**config.mk**
```make
export PLATFORM = sky130hd
export DESIGN_NAME = pc_unit
export DESIGN_NICKNAME = d
export VERILOG_FILES = /design/src/rtl/mips_pkg.sv /design/src/rtl/pc_reg.sv /design/src/rtl/pc_unit.sv
export SDC_FILE = /design/constraint.sdc
export NUM_CORES = 1
export LEC_CHECK = 0
export ABC_AREA = 1
export BUFFER_PORTS_ARGS = -buffer_cell sky130_fd_sc_hd__buf_2
export CAP_MARGIN = 20
export CORE_MARGIN = 4
export CORE_UTILIZATION = 55
export DETAILED_ROUTE_END_ITERATION = 10
export GPL_TIMING_DRIVEN = 0
export PLACE_DENSITY = 0.81
export SLEW_MARGIN = 0
export SYNTH_ARGS = -nofsm -noshare
export SYNTH_HDL_FRONTEND = slang
export SYNTH_SLANG_ARGS = --single-unit
```
**constraint.sdc**
```tcl
create_clock -name clk -period 3.2 [get_ports clk]
set_clock_uncertainty 0.1 [all_clocks]
set_input_delay 0.64 -clock clk [delete_from_list [all_inputs] [get_ports clk]]
set_output_delay 0.64 -clock clk [all_outputs]
set_load 0.01 [all_outputs]
```
**src/rtl/mips_pkg.sv**
```systemverilog
// Shared constants and types for the MIPS program-counter stage.
package mips_pkg;

    localparam int unsigned WIDTH = 32;
    localparam logic [WIDTH-1:0] RESET_VECTOR = 32'h0000_0000;
    localparam int unsigned INSTR_BYTES = 4;

    typedef enum logic {
        RUN   = 1'b0,
        FAULT = 1'b1
    } pc_state_t;

endpackage

```
**src/rtl/pc_reg.sv**
```systemverilog
// WIDTH-bit register with load enable and asynchronous active-high reset.
module pc_reg #(
    parameter int unsigned WIDTH = 32,
    parameter logic [WIDTH-1:0] RESET_VALUE = '0
) (
    input  logic             clk,
    input  logic             reset,
    input  logic             en,
    input  logic [WIDTH-1:0] d,
    output logic [WIDTH-1:0] q
);

    // Load d when enabled; reset forces the reset value immediately.
    always_ff @(posedge clk or posedge reset) begin
        if (reset) begin
            q <= RESET_VALUE;
        end else if (en) begin
            q <= d;
        end
    end

endmodule

```
**src/rtl/pc_unit.sv**
```systemverilog
// Program-counter stage: next-address selection, stall hold and a sticky
// fault state entered on a misaligned register jump.
module pc_unit #(
    parameter int unsigned WIDTH = mips_pkg::WIDTH,
    parameter logic [WIDTH-1:0] RESET_VECTOR = mips_pkg::RESET_VECTOR
) (
    input  logic             clk,
    input  logic             reset,
    input  logic             stall,
    input  logic             branch_taken,
    input  logic [15:0]      branch_offset,
    input  logic             jump,
    input  logic [25:0]      jump_target,
    input  logic             jr,
    input  logic [WIDTH-1:0] jr_addr,
    output logic [WIDTH-1:0] pc,
    output logic [WIDTH-1:0] pc_plus4,
    output logic             fault
);

    import mips_pkg::*;

    pc_state_t        state;
    logic             advance;
    logic             jr_misaligned;
    logic             pc_en;
    logic [WIDTH-1:0] pc_next;
    logic [WIDTH-1:0] branch_disp;

    assign pc_plus4      = pc + WIDTH'(INSTR_BYTES);
    assign advance       = (state == RUN) && !stall;
    assign jr_misaligned = jr && (jr_addr[1:0] != 2'b00);
    // A misaligned jr freezes the pc at the faulting address.
    assign pc_en         = advance && !jr_misaligned;
    assign branch_disp   = {{(WIDTH-18){branch_offset[15]}}, branch_offset, 2'b00};

    // Fixed-priority next-address select: jr, jump, branch, sequential.
    always_comb begin
        pc_next = pc_plus4;
        if (jr) begin
            pc_next = jr_addr;
        end else if (jump) begin
            pc_next = {pc_plus4[WIDTH-1:WIDTH-4], jump_target, 2'b00};
        end else if (branch_taken) begin
            pc_next = pc_plus4 + branch_disp;
        end
    end

    pc_reg #(
        .WIDTH       (WIDTH),
        .RESET_VALUE (RESET_VECTOR)
    ) u_pc_reg (
        .clk   (clk),
        .reset (reset),
        .en    (pc_en),
        .d     (pc_next),
        .q     (pc)
    );

    // RUN/FAULT state machine with registered sticky fault flag.
    always_ff @(posedge clk or posedge reset) begin
        if (reset) begin
            state <= RUN;
            fault <= 1'b0;
        end else begin
            case (state)
                RUN: begin
                    if (advance && jr_misaligned) begin
                        state <= FAULT;
                        fault <= 1'b1;
                    end
                end
                FAULT: begin
                    state <= FAULT;
                    fault <= 1'b1;
                end
                default: begin
                    state <= FAULT;
                    fault <= 1'b1;
                end
            endcase
        end
    end

endmodule

```
==> metrics.csv, run 1 <==
stage,metric,value,unit
timing,max_freq,301.6,MHz
logic_synthesis,async_flop_share,100.0,%
logic_synthesis,syn_area,5350,µm²
drt,drcViolationCount,0,
logic_synthesis,syn-num-nets,1116,
floorplanning,start_util,57.09,%
timing,setup_violations,7,
drt,dr.pass1.iters,6,
global_routing,grt_max_degree,26,
drt,first_iter_violations,1059,
timing,setup_tns,-0.3675,ns
clock_network,h-tree-depth,2,
timing,holdWs,0.2441,ns
final_layout,drive_above_1_share,30.90,%
final_layout,area_growth_syn_to_layout,41.84,%
final_layout,layout.cells.non_filler,1333,
floorplanning,core,9371,µm²
timing,relSlewSlack,50.06,%
drt,antenna_left,0,
timing,drv_slew,0,
final_layout,fillCellCount,715,
critical_path,cp.arrival,3.39,ns
floorplanning,fp.dieH,106.6,µm
logic_synthesis,synth_edf_count,0,
global_routing,grt_pass1_vias,6319,
floorplanning,die-area,11370,µm²
final_layout,diodes,0,
drt,totalWireLength,23660,µm
clock_network,clk_latency,0.29,ns
timing,worst_pin_slew,0.7491,ns
run_status,violations,negative setup slack,
logic_synthesis,synthesis.instances,999,
logic_synthesis,synth_common_cells,"380 x nand2_1, 150 x inv_1, 129 x nor2_1, 63 x nand3_1, 59 x a21oi_1",
placement,dp_slack,-0.5169,ns
clock_network,clk_pin_slew,0.07,ns
logic_synthesis,post_synth.cell_area_avg,5.355,µm²
logic_synthesis,synth_top_area_share,26.66,%
final_layout,fin_util,80.97,%
clock_network,cts_buffers,5,
power_and_ir_drop,powerDensity,667.4,nW/µm²
clock_network,cts_tree,built,
critical_path,cp.required,3.27,ns
logic_synthesis,synth_flop_cell,dfrtp_1,
critical_path,startpoint_type,register,
placement,io_buffers,144,
logic_synthesis,synth.area.top_cells,"nand2_1 27%, dfrtp_1 16%, inv_1 11%",
drt,dr_total_vias,7594,
global_routing,grt_first_pass_wirelength,31050,µm
clock_network,clockBufferDepth,2,
run_status,status,"finished, violations left",
logic_synthesis,ys_seq_elements,34,
critical_path,crit_type,reg -> reg,
timing,period_minus_slack,3.316,ns
timing,min_period_over_period,103.6,%
placement,place_congestion,0.9898,
power_and_ir_drop,peakVddDrop,0.0005424,V
logic_synthesis,seq_area_frac_synth,15.90,%
placement,place_inst,1273,
job,drv_cap,0,
drt,wl_per_cell,17.75,µm
critical_path,rr_endpoint,u_pc_reg.q[12],
critical_path,worstPathMaxFanout,6,
global_routing,antenna_found_initial,0,
placement,place_hpwl,16540,µm
timing,hold_viol,0,
hold_path,hold_class,in -> async,
global_routing,gr-total-overflow,0,
logic_synthesis,synth_top_area_cell,nand2_1,
logic_synthesis,synth_most_common_cell,nand2_1,
logic_synthesis,ys_types,36,
floorplanning,rows,35,
critical_path,reg2reg_depth,20,
floorplanning,io-pin-count,145,
timing,layout_setup_ws,-0.1162,ns
logic_synthesis,ys_warn_count,0,
clock_network,cts_hold_buf,0,
clock_network,root_buffer,clkbuf_8,
clock_network,numClockSinks,34,
floorplanning,die_x,106.6,µm
global_routing,grt_usage,34.54,%
final_layout,nNetsFinal,1320,
drt,via_per_inst,5.697,
critical_path,reg2reg_slack,-0.12,ns
critical_path,cp-end-kind,register,
critical_path,rr_startpoint,u_pc_reg.q[2],
power_and_ir_drop,p_leak,4.149,nW
==> timing repair <==
action | CTS | global route
endpoints found under the hold margin | 0 | 0
endpoints found under the setup margin | 24 | 23
pin swaps | 4 | 44
setup buffers | 9 | 43
resized for setup | 40 | 150
==> final cells by class <==
type / count / area, µm² / area share [%]
Multi-Input combinational cell: 789 / 4581 / 60.36
Timing Repair Buffer: 197 / 1171 / 15.43
Sequential cell: 34 / 873.3 / 11.51
Inverter: 152 / 570.5 / 7.519
Tap cell: 129 / 161.4 / 2.127
Buffer: 24 / 140.1 / 1.847
Clock buffer: 7 / 86.33 / 1.138
Clock inverter: 1 / 5.005 / 0.06595
==> worst max-delay path, cell delays in order, from the launching register on <==
cell,delay (ns)
dfrtp_2,0.44
buf_4,0.16
inv_1,0.24
nor2_4,0.08
inv_2,0.10
nand2_1,0.08
nand2_1,0.10
inv_1,0.08
ha_1,0.36
nand2_1,0.14
nand2_1,0.07
nand2_1,0.07
nand2_1,0.06
nand2_1,0.06
nand3b_1,0.11
buf_4,0.17
or2_2,0.27
a21oi_1,0.13
o21ai_0,0.21
nand2_1,0.13
nand2_1,0.06
==> placed cells by master (no fill, tap or decap), types with 7 or more instances in the layout <==
cell and count:
nand2_1 354, buf_2 149, inv_1 141, nor2_1 102, nand3_1 53, a21oi_1 51, buf_4 50, nand2_2 24
o21ai_0 24, ha_1 19, nor2_2 18, dfrtp_2 18, nor2_4 17, dfrtp_1 16, ha_4 13, nand4_1 12
clkbuf_1 12, inv_2 10, xor2_1 8, nand3_2 7, o21ai_1 7, a21oi_2 7, nor3_2 7
==> worst max path at each step <==
stage,from,end,slack [ns],depth (start not counted)
6_report,u_pc_reg.q[2],u_pc_reg.q[12],-0.12,20
5_1_grt,u_pc_reg.q[6],u_pc_reg.q[29],-0.26,23
4_1_cts,u_pc_reg.q[2],u_pc_reg.q[21],0.01,19
3_5_place_dp,u_pc_reg.q[2],u_pc_reg.q[18],-0.52,18
3_3_place_gp,u_pc_reg.q[2],u_pc_reg.q[18],-0.48,18
2_1_floorplan,u_pc_reg.q[2],u_pc_reg.q[20],0.19,19
==> cells by family after synthesis <==
family	count (synthesis)	synth area share (%)
simple gates	619	47.31
fa+ha+maj	37	8.793
flops	34	15.90
buf+inv	176	13.17
compound gates	109	10.90
xor+xnor	24	3.929
==> per-stage QoR <==
stage,cell area [µm²],total power [mW]
3_3_place_gp,6232,3.596
4_1_cts,6595,4.114
3_5_place_dp,6260,3.622
2_1_floorplan,5350,2.663
5_1_grt,7589,5.382
6_report,7589,5.065
==> state kept, by name (all words and copies together) (netlist names) <==
name	count
u_pc_reg.q	32
fault	1
state	1
==> report_power, final <==
group	total, mW	leakage, nW	internal (mW)	switching [mW]
Combinational	3.92	3.71	1.48	2.43
Clock	0.330	0.0482	0.174	0.157
Sequential	0.819	0.392	0.571	0.249
Total	5.06	4.15	2.23	2.84
==> per-layer routing <==
| metal | share of wire (%) | wire, µm | vias to the layer above | GRT usage, % |
|---|---|---|---|---|
| li1 | - | - | 3507 | - |
| met1 | 37 | 8719 | 3332 | 46.37 |
| met2 | 45 | 10710 | 580 | 58.95 |
| met3 | 12 | 2736 | 175 | 3.010 |
| met4 | 6.3 | 1498 | 0 | 10.78 |
| met5 | 0 | 0 | - | 0 |
Note: power is estimated with default switching activity, not from simulation.
==> run 2: changes to the inputs <==
--- a/config.mk
+++ b/config.mk
@@ -13,7 +13,7 @@
 export DETAILED_ROUTE_END_ITERATION = 10
 export GPL_TIMING_DRIVEN = 0
 export PLACE_DENSITY = 0.81
-export SLEW_MARGIN = 0
+export SLEW_MARGIN = 20
 export SYNTH_ARGS = -nofsm -noshare
 export SYNTH_HDL_FRONTEND = slang
 export SYNTH_SLANG_ARGS = --single-unit
==> constraint.sdc (replaced) <==
create_clock -name clk -period 3.23 [get_ports clk]
set_clock_uncertainty 0.1 [all_clocks]
set_input_delay 0.646 -clock clk [delete_from_list [all_inputs] [get_ports clk]]
set_output_delay 0.646 -clock clk [all_outputs]
set_load 0.01 [all_outputs]
==> run 2 against run 1 <==
  * The run now ends clean
  * Wire length shrank 8.0%
  * First-iteration DRC count shrank 28%
  * Setup slack gained 0.12 ns
  * Critical path depth shrank 3
  * Critical path type unchanged
==> metrics.csv, run 2 (synthesis gave the netlist of run 1 again) <==
stage,metric,value,unit,change
power_and_ir_drop,peakVddDrop,0.0005111,V,-5.8%
critical_path,slowest_stage,dfrtp_2,,
final_layout,drive_above_1_share,27.50,%,-3.4 points
final_layout,diodes,0,,unchanged
power_and_ir_drop,clkPwrFrac,6.7,%,+0.2 points
critical_path,startpoint_type,register,,
critical_path,worstPathMaxFanout,4,,-2
critical_path,cpPeakStageDelay,0.53,ns,+0.09 ns
floorplanning,io-pin-count,145,,unchanged
timing,drv_slew,0,,unchanged
global_routing,grt_max_degree,35,,+35%
final_layout,area_growth_syn_to_layout,35.06,%,
placement,dpl-instance-area,6232,µm²,-0.44%
critical_path,crit_type,reg -> reg,,
timing,setup_violations,0,,-7
timing,relSlewSlack,55.54,%,+5.5 points
job,drv_cap,0,,unchanged
placement,io_buffers,144,,unchanged
drt,via_per_inst,5.511,,-3.3%
final_layout,layout_commonest_cell,nand2_1,,
clock_network,root_buffer,clkbuf_8,,
clock_network,clk_pin_slew,0.06,ns,about the same
power_and_ir_drop,p_leak,4.027,nW,-2.9%
floorplanning,die-area,11370,µm²,unchanged
power_and_ir_drop,sequentialPowerShare,17.1,%,+0.9 points
placement,place_congestion,0.9898,,unchanged
power_and_ir_drop,p_sw,2.614,mW,-7.8%
critical_path,cp.required,3.30,ns,+0.03 ns
final_layout,nNetsFinal,1305,,-1.1%
floorplanning,fp.dieH,106.6,µm,unchanged
floorplanning,die_x,106.6,µm,unchanged
critical_path,crit_buf_inv,1,,-4
floorplanning,rows,35,,unchanged
final_layout,reg.largest.list,"u_pc_reg.q x32, fault x1, state x1",,
power_and_ir_drop,finalPower,4.686,mW,-7.5%
final_layout,fin_area,7226,µm²,-4.8%
power_and_ir_drop,swShare,55.78,%,-0.22 points
clock_network,numClockSinks,34,,unchanged
clock_network,cts_tree,built,,
global_routing,antenna_found_initial,0,,unchanged
timing,holdWs,0.3550,ns,+0.1109 ns
drt,first_iter_violations,759,,-28%
critical_path,cp-end-kind,register,,
timing,period_minus_slack,3.225,ns,-0.09146 ns
final_layout,final_cell_mix,"360 x nand2_1, 149 x buf_2, 145 x inv_1",,
global_routing,grt_pass1_vias,6132,,-3.0%
power_and_ir_drop,pwr-share-comb,76.2,%,-1.1 points
clock_network,clk_latency,0.28,ns,about the same
final_layout,regMostFlops,u_pc_reg.q,,
critical_path,cpLargestDelayFamily,simple AND/OR/NAND/NOR gates,,
floorplanning,core,9371,µm²,unchanged
timing,hold_viol,0,,unchanged
critical_path,cpMostUsedCell,nand2_1,,
global_routing,grt_first_pass_wirelength,30420,µm,-2.0%
power_and_ir_drop,powerDensity,648.5,nW/µm²,-2.8%
final_layout,fin_util,77.10,%,-3.9 points
timing,grt_setup_unrepaired,true,,
clock_network,clockBufferDepth,2,,unchanged
drt,wl_per_cell,16.52,µm,-6.9%
final_layout,largest_reg_flops,32,,unchanged
clock_network,h-tree-depth,2,,unchanged
placement,dp_slack,-0.4970,ns,+0.01986 ns
critical_path,cp.arrival,3.30,ns,-0.09 ns
critical_path,crit_chain,nand2_4 -> nor2_1 -> nand2_1 -> nor2_4 -> xor2_2 -> inv_1 -> ha_1 -> nand2_2 -> nor2_1 -> and2_1 -> nand3_1 -> nand4_1 -> nand3_1 -> nand2_1 -> nand2_1 -> nand2_1 -> nand2_1,,
drt,antenna_left,0,,unchanged
timing,min_period_over_period,99.84,%,-3.8 points
timing,max_freq,310.1,MHz,+2.8%
drt,dr.pass1.iters,6,,unchanged
timing,worst_pin_slew,0.6659,ns,-0.08315 ns
global_routing,gr-total-overflow,0,,unchanged
power_and_ir_drop,internal_power,2.072,mW,-7.0%
drt,totalWireLength,21770,µm,-8.0%
drt,drcViolationCount,0,,unchanged
run_status,status,"finished, final reports clean",,
timing,layout_setup_ws,0.005251,ns,+0.1215 ns
hold_path,hold_class,in -> async,,
placement,place_hpwl,16500,µm,-0.25%
drt,dr_total_vias,7264,,-4.3%
global_routing,grt_usage,33.77,%,-0.77 points
floorplanning,start_util,57.09,%,unchanged
clock_network,cts_buffers,5,,unchanged
==> run 2: cell count changes in the layout (fill, tap and decap cells not counted), moves of 4 or more <==
cell,before,now
nor2_4,17,11
inv_2,10,5
buf_4,50,39
nor2_1,102,109
inv_1,141,145
nand2_1,354,360
o21ai_1,7,11
nand2_2,24,20
==> run 2: what timing repair did <==
item / in CTS / in global routing
pin swaps: 2 / 20
setup buffers: 6 / 32
setup endpoints to repair: 24 / 23
hold buffers: 0 / 0
gates resized for setup: 33 / 113
endpoints found under the hold margin: 0 / 0
==> run 2: routing by layer <==
metal / share of wire [%] / GRT usage (%) / vias to the layer above / routed length [µm]
met5: 0 / 0 / - / 0
met4: 3.9 / 8.584 / 0 / 846
met3: 11 / 3.251 / 93 / 2295
met2: 47 / 58.63 / 456 / 10270
met1: 38 / 45.13 / 3228 / 8364
li1: - / - / 3487 / -
==> run 2: worst reg2reg max path, cell delays in order (launching register included) <==
cell     delay, ns
dfrtp_2       0.53
nand2_4       0.13
nor2_1        0.16
nand2_1       0.15
nor2_4        0.18
xor2_2        0.24
inv_1         0.13
ha_1          0.32
nand2_2       0.10
nor2_1        0.23
and2_1        0.20
nand3_1       0.11
nand4_1       0.10
nand3_1       0.14
nand2_1       0.12
nand2_1       0.06
nand2_1       0.06
nand2_1       0.05
==> run 2: metrics by stage <==
step	instances	setup TNS (ns)
floorplan	999	0
global placement	1272	-7.317
detailed placement	1272	-8.347
CTS	1286	0
global route	1318	-1.522
finish	1318	0
==> run 2: final timing paths <==
| check | slack [ns] | endpoint | startpoint | depth (start not counted) |
|---|---|---|---|---|
| setup / recovery | 0.005 | u_pc_reg.q[26] | u_pc_reg.q[8] | 17 |
| hold / removal | 0.36 | u_pc_reg.q[29] | reset | 2 |
| setup reg to reg | 0.005 | u_pc_reg.q[26] | u_pc_reg.q[8] | 17 |
| hold reg to reg | 0.38 | fault | fault | 1 |
| max in group asynchronous | 2.19 | u_pc_reg.q[4] | reset | 2 |
| min in group clk | 0.38 | fault | fault | 1 |
==> run 2: power groups by stage <==
stage                     clock, mW  sequential, mW  combinational (mW)
after floorplan                   0           0.768                1.87
after global placement            0           0.765                2.80
after detailed placement          0           0.768                2.82
after CTS                     0.319           0.769                2.95
after global routing          0.338           0.813                3.90
final                         0.315           0.802                3.57
==> run 2: cell type report <==
cell class                      instances  area, µm²
Tap cell                              129      161.4
Multi-Input combinational cell        789       4377
Fill cell                             813       2146
Sequential cell                        34      872.1
Clock inverter                          1      5.005
Timing Repair Buffer                  182       1010
Clock buffer                            7      86.33
Inverter                              152      574.3
Buffer                                 24      140.1
